===== config.mk =====
export PLATFORM = sky130hd
export DESIGN_NAME = wb_regfile
export DESIGN_NICKNAME = d
export VERILOG_FILES = /design/src/rtl/wb_regfile.sv
export SDC_FILE = /design/constraint.sdc
export NUM_CORES = 2
export LEC_CHECK = 0
export CAP_MARGIN = 15
export CORE_AREA = 2 2 385 387
export DETAILED_ROUTE_END_ITERATION = 7
export DIE_AREA = 0 0 387 389
export GPL_TIMING_DRIVEN = 0
export SLEW_MARGIN = 20
export SYNTH_ARGS = -nofsm -noshare
export SYNTH_HDL_FRONTEND = slang
export SYNTH_SLANG_ARGS = --single-unit

===== constraint.sdc =====
create_clock -name clk -period 2.5 [get_ports clk]
set_input_delay 0.375 -clock clk [delete_from_list [all_inputs] [get_ports clk]]
set_output_delay 0.375 -clock clk [all_outputs]
set_load 0.005 [all_outputs]

===== src/rtl/wb_regfile.sv =====
// wb_regfile: MIPS write-back select, 32-entry register file and retire counter.
// Two combinational read ports with same-cycle write bypass; $0 reads as zero.
module wb_regfile #(
    parameter int DATA_W = 32,
    parameter int ADDR_W = 5
) (
    input  logic              clk,
    input  logic              reset,
    input  logic              enable,
    input  logic              MemtoReg,
    input  logic              RegWrite,
    input  logic [DATA_W-1:0] ReadData,
    input  logic [DATA_W-1:0] ALUResult,
    input  logic [31:0]       WriteRegister,
    input  logic [ADDR_W-1:0] ReadRegister1,
    input  logic [ADDR_W-1:0] ReadRegister2,
    output logic [DATA_W-1:0] ReadData1,
    output logic [DATA_W-1:0] ReadData2,
    output logic [DATA_W-1:0] WriteData_Out,
    output logic [31:0]       RetireCount
);

    localparam int NREG = 2 ** ADDR_W;

    logic [DATA_W-1:0] regs [NREG];
    logic [ADDR_W-1:0] wa;
    logic              retire;
    logic              commit;
    logic              unused_wr_hi;

    assign WriteData_Out = MemtoReg ? ReadData : ALUResult;
    assign wa            = WriteRegister[ADDR_W-1:0];
    assign unused_wr_hi  = ^WriteRegister[31:ADDR_W];
    assign retire        = !reset && enable && RegWrite;
    assign commit        = retire && (wa != '0);

    // Array update: clear on reset, otherwise commit one entry (never $0).
    always_ff @(posedge clk) begin
        if (reset) begin
            for (int i = 0; i < NREG; i++) begin
                regs[i] <= '0;
            end
        end else if (commit) begin
            regs[wa] <= WriteData_Out;
        end
    end

    // Retired-write counter; writes aimed at $0 still count, wraps silently.
    always_ff @(posedge clk) begin
        if (reset) begin
            RetireCount <= '0;
        end else if (retire) begin
            RetireCount <= RetireCount + 32'd1;
        end
    end

    // Read port 1: zero register, then bypass, then array.
    always_comb begin
        ReadData1 = regs[ReadRegister1];
        if (ReadRegister1 == '0) begin
            ReadData1 = '0;
        end else if (commit && (ReadRegister1 == wa)) begin
            ReadData1 = WriteData_Out;
        end
    end

    // Read port 2: same resolution order as port 1.
    always_comb begin
        ReadData2 = regs[ReadRegister2];
        if (ReadRegister2 == '0) begin
            ReadData2 = '0;
        end else if (commit && (ReadRegister2 == wa)) begin
            ReadData2 = WriteData_Out;
        end
    end

endmodule


# Yosys cells after proc, flatten, opt, wreduce, memory -nomap -nowiden
# Memory sizes are Yosys's and may differ from the RTL's.
# Index checks and enable logic that the tools add are counted.
word_totals:
  regBits: 32
  mem_bits_rw: 1024
  out_inout_bits: 128
  elab_cells: 28
  n_memories: 1
classes:
  n_addsub: 1
  n_eq_ne: 2
  n_mux: 13
  reduce_logical: 10
mem_list:
  columns: ["name", "depth", "word_bits", "rd", "rd_clocked_by_memory_dff", "wr", "line_no", "rtl"]
  rows:
  - ["regs", 32, 32, 2, 0, 32, "25", "logic [DATA_W-1:0] regs [NREG];"]
op_table:
  columns: ["op", "n"]
  rows:
  - ["$mux 32", 6]
  - ["$add 32x1->32 const B", 1]
  - ["$reduce_or 32->1", 1]
  - ["$eq 5x5->1", 2]
  - ["$logic_not 5->1", 2]
  - ["$mux 1", 6]
  - ["$logic_and 1x1->1", 5]
  - ["$mux 5", 1]
  - ["$reduce_bool 5->1", 1]
  - ["$logic_not 1->1", 1]

# Logic depth before layout (Yosys ltp)
depth:
  word_depth: 9
  depth_mapped: 11
  mapped_depth_nobuf: 6

# Worst setup path before layout
# OpenSTA, ideal clock, no wires.
synth_path:
  path_type: "input port to flip-flop"
  start: "input WriteRegister[2]"
  end: "memory regs[12][0], enable pin"
  arrival_time_ps: 2247
  required_time_ps: 2106
  slack_ps: -141
  stages: 5
  path_cell_list: "clkbuf_1 -> nor3_1 -> nor4b_2 -> nand2_1 -> nand2b_1"
synth_rtl:
  columns: ["element", "line_no", "rtl"]
  rows:
  - ["from (decl)", "14", "input logic [31:0] WriteRegister,"]
  - ["to (decl)", "25", null]

==> results.py <==
metrics = {
    "detailed_routing": {
        "wl_met1_um": 90710,
        "routed_wl_um": 279000,
        "met2_length_um": 112800,
        "vias": 44830,
        "drc": 10,
        "dr.pass1.iters": 8,
        "ant_nets": 0,
        "wire_per_inst_um": 42.47,
        "wl_met3_um": 50020,
        "first_iter_violations": 8737,
        "top_layer": "met5",
        "vias_per_cell": 6.826,
    },
    "cts": {
        "clock_path_buffers": 3,
        "cts_buffers": 114,
        "root_buffer": "clkbuf_16",
        "clk_pin_slew_ns": 0.07,
        "cts_htree_levels": 3,
        "cts_tree": "done",
        "cts_hold_buf": 0,
        "clock_latency_ns": 0.75,
        "clock-sinks": 1056,
    },
    "yosys": {
        "synth_edf_count": 1024,
        "ys_seq_area_share_pct": 56.87,
        "avgSynthCellArea_um2": 14.07,
        "synth.most_common_cell": "nor2_1",
        "synth-seq-cells": 1056,
        "synth_area_leader_cell": "edfxtp_1",
        "synth_area_um2": 55200,
        "yosysUniqueCellTypes": 59,
        "ys_warn_count": 0,
        "synthFlopType": "edfxtp_1",
        "synthArstFlopShare_pct": 0,
        "synth_area_leaders": "edfxtp_1 56%, mux4_2 21%, nor2_1 7.1%",
        "synth_cells": 3924,
        "synth_largest_type_area_fraction_pct": 55.71,
        "synth_common_cells": "1046 x nor2_1, 1024 x edfxtp_1, 511 x mux4_2",
    },
    "setup_path": {
        "crit_type": "reg -> out",
        "cp-start-kind": "flop",
        "worst-path-max-fanout": 2,
        "crit_required_ns": 2.12,
        "cp.arrival_ns": 3.22,
        "end_kind": "output port",
    },
    "power": {
        "total_leakage_power_uw": 0.02544,
        "p_per_area_nw_per_um2": 667.5,
        "vdd_drop_max_mv": 0.6145,
    },
    "sta": {
        "hold_viol": 0,
        "period_needed_ns": 3.593,
        "setup_violations": 203,
        "fmax_mhz": 278.3,
        "slew_headroom_pct": 9.034,
        "min_period_over_period_pct": 143.7,
        "grt_setup_unrepaired": "true",
        "skew_ns": 0.01593,
        "layout_setup_ws_ns": -1.093,
        "maxSlewViolCount": 0,
        "worst_pin_slew_ns": 1.364,
    },
    "finish": {
        "area_delta_synth_final_pct": 29.11,
        "layoutNonFillerInstCount": 6568,
        "utilization_pct": 48.61,
        "nFillCells": 12590,
        "layout-drive-gt1-share_pct": 35.71,
        "final_nets": 4647,
    },
    "place": {
        "place_congestion": 1.078,
        "port_buffers": 201,
        "dp_cells": 6101,
        "hpwl_um": 184600,
    },
    "die": {
        "ioPinCount": 239,
        "die_area_um2": 150500,
        "die_w_um": 387,
        "placementRows": 141,
        "coreArea_um2": 146600,
        "die_h_um": 389,
        "initial_core_util_pct": 37.65,
    },
    "global_route": {
        "grt_pass1_vias": 42400,
        "antenna_found_initial": 24,
        "grt-ovfl-total": 0,
        "grt_max_degree": 33,
        "grt_usage_pct": 36.07,
        "grt_pass1_wl_um": 362900,
    },
    "run_status": {
        "violations": "DRC, setup timing",
        "status": "finished with violations",
    },
    "flow_run": {
        "drv_cap": 0,
    },
    "worst_hold_path": {
        "min_path_type": "in -> reg",
    },
}
registers in the layout, summed over array words and instances, names as in the netlist:
register     cells
RetireCount     32
regs          1024
power by group:
part | internal, uW | switching [uW] | total (uW) | leakage (uW)
Sequential | 20300 | 491 | 20800 | 0.0100
Clock | 10000 | 7740 | 17700 | 0.00184
Combinational | 3630 | 5400 | 9030 | 0.0136
Total | 33900 | 13600 | 47600 | 0.0254
critical path, cell delays in order (launching register included):
cell and delay, ns:
edfxtp_1 0.40, mux4_2 0.56, mux4_2 0.52, nor2b_4 0.16, a311oi_4 0.56, a211oi_2 0.06
buf_2 0.17
cell usage in the layout, fill, tap and decap left out, drive strengths merged, types with 36 or more instances in the layout:
cell type and instances:
clkbuf 428, edfxtp 1024, a211oi 69, a221oi 37, inv 36, clkinv 45, buf 436, mux2i 222
nand2b 58, nor2 1046, nand2 126, clkdlybuf4s50 125, a21oi 38, nand3 36, mux4 511
metrics by stage:
| step | setup TNS, ns | hold WS, ns | worst slack [ns] | total power (uW) | instance area, um2 |
|---|---|---|---|---|---|
| after floorplan | -0.5133 | 0.4682 | -0.04061 | 24510 | 55420 |
| after global placement | -4167.72 | 0.4635 | -4.058 | 27930 | 59840 |
| after detailed placement | -2964.78 | 0.4832 | -3.142 | 28060 | 60420 |
| after CTS | -46.57 | 0.08754 | -1.018 | 46570 | 70200 |
| after global routing | -48.92 | 0.1407 | -1.061 | 47880 | 71240 |
| final | -56.65 | 0.1208 | -1.093 | 47570 | 71270 |
timing repair:
action | 4_1_cts | 5_1_grt
setup buffers | 175 | 66
gates cloned | 24 | 5
pin swaps | 135 | 84
resized for setup | 1228 | 185
setup endpoints to repair | 2059 | 547
routing by layer:
metal	up-vias	track usage, %
li1	16230	-
met1	22610	42.96
met2	4725	50.32
met3	1244	18.74
met4	24	24.83
met5	-	0
cells by family (layout without fill, tap and decap cells):
kind of cell / after synthesis / in the layout / synth area share, %
and+or+nand+nor: 1381 / 1402 / 10.32
DFF: 1056 / 1056 / 56.87
muxes: 752 / 752 / 25.26
buffers and inverters: 453 / 1101 / 3.767
AOI/OAI and AO/OA: 254 / 254 / 3.348
other: 1 / 46 / 0.006793
xor gates and xnor gates: 26 / 26 / 0.4125
adders and majority gates: 1 / 1 / 0.02266
path summary, 6_finish.rpt:
| kind | end | cells after the start | slack [ns] | start |
|---|---|---|---|---|
| min reg2reg | RetireCount[31] | 2 | 0.49 | RetireCount[31] |
| min | RetireCount[1] | 4 | 0.12 | enable |
| max reg2reg | RetireCount[29] | 7 | 0.24 | RetireCount[3] |
| max | ReadData1[16] | 6 | -1.09 | regs[23][16] |
final cells by class:
class                           instances  area, um2  share of cell area (%)
Inverter                               40      171.4                  0.2405
Sequential cell                      1056      31390                   44.04
Tap cell                             1930       2415                   3.388
Timing Repair Buffer                  452       4653                   6.529
Antenna cell                           14      35.03                 0.04916
Clock buffer                          145       3030                   4.252
Clock inverter                         60      732.0                   1.027
Buffer                                404       3737                   5.244
Multi-Input combinational cell       2467      25110                   35.23
(Power assumes the default switching activity.)
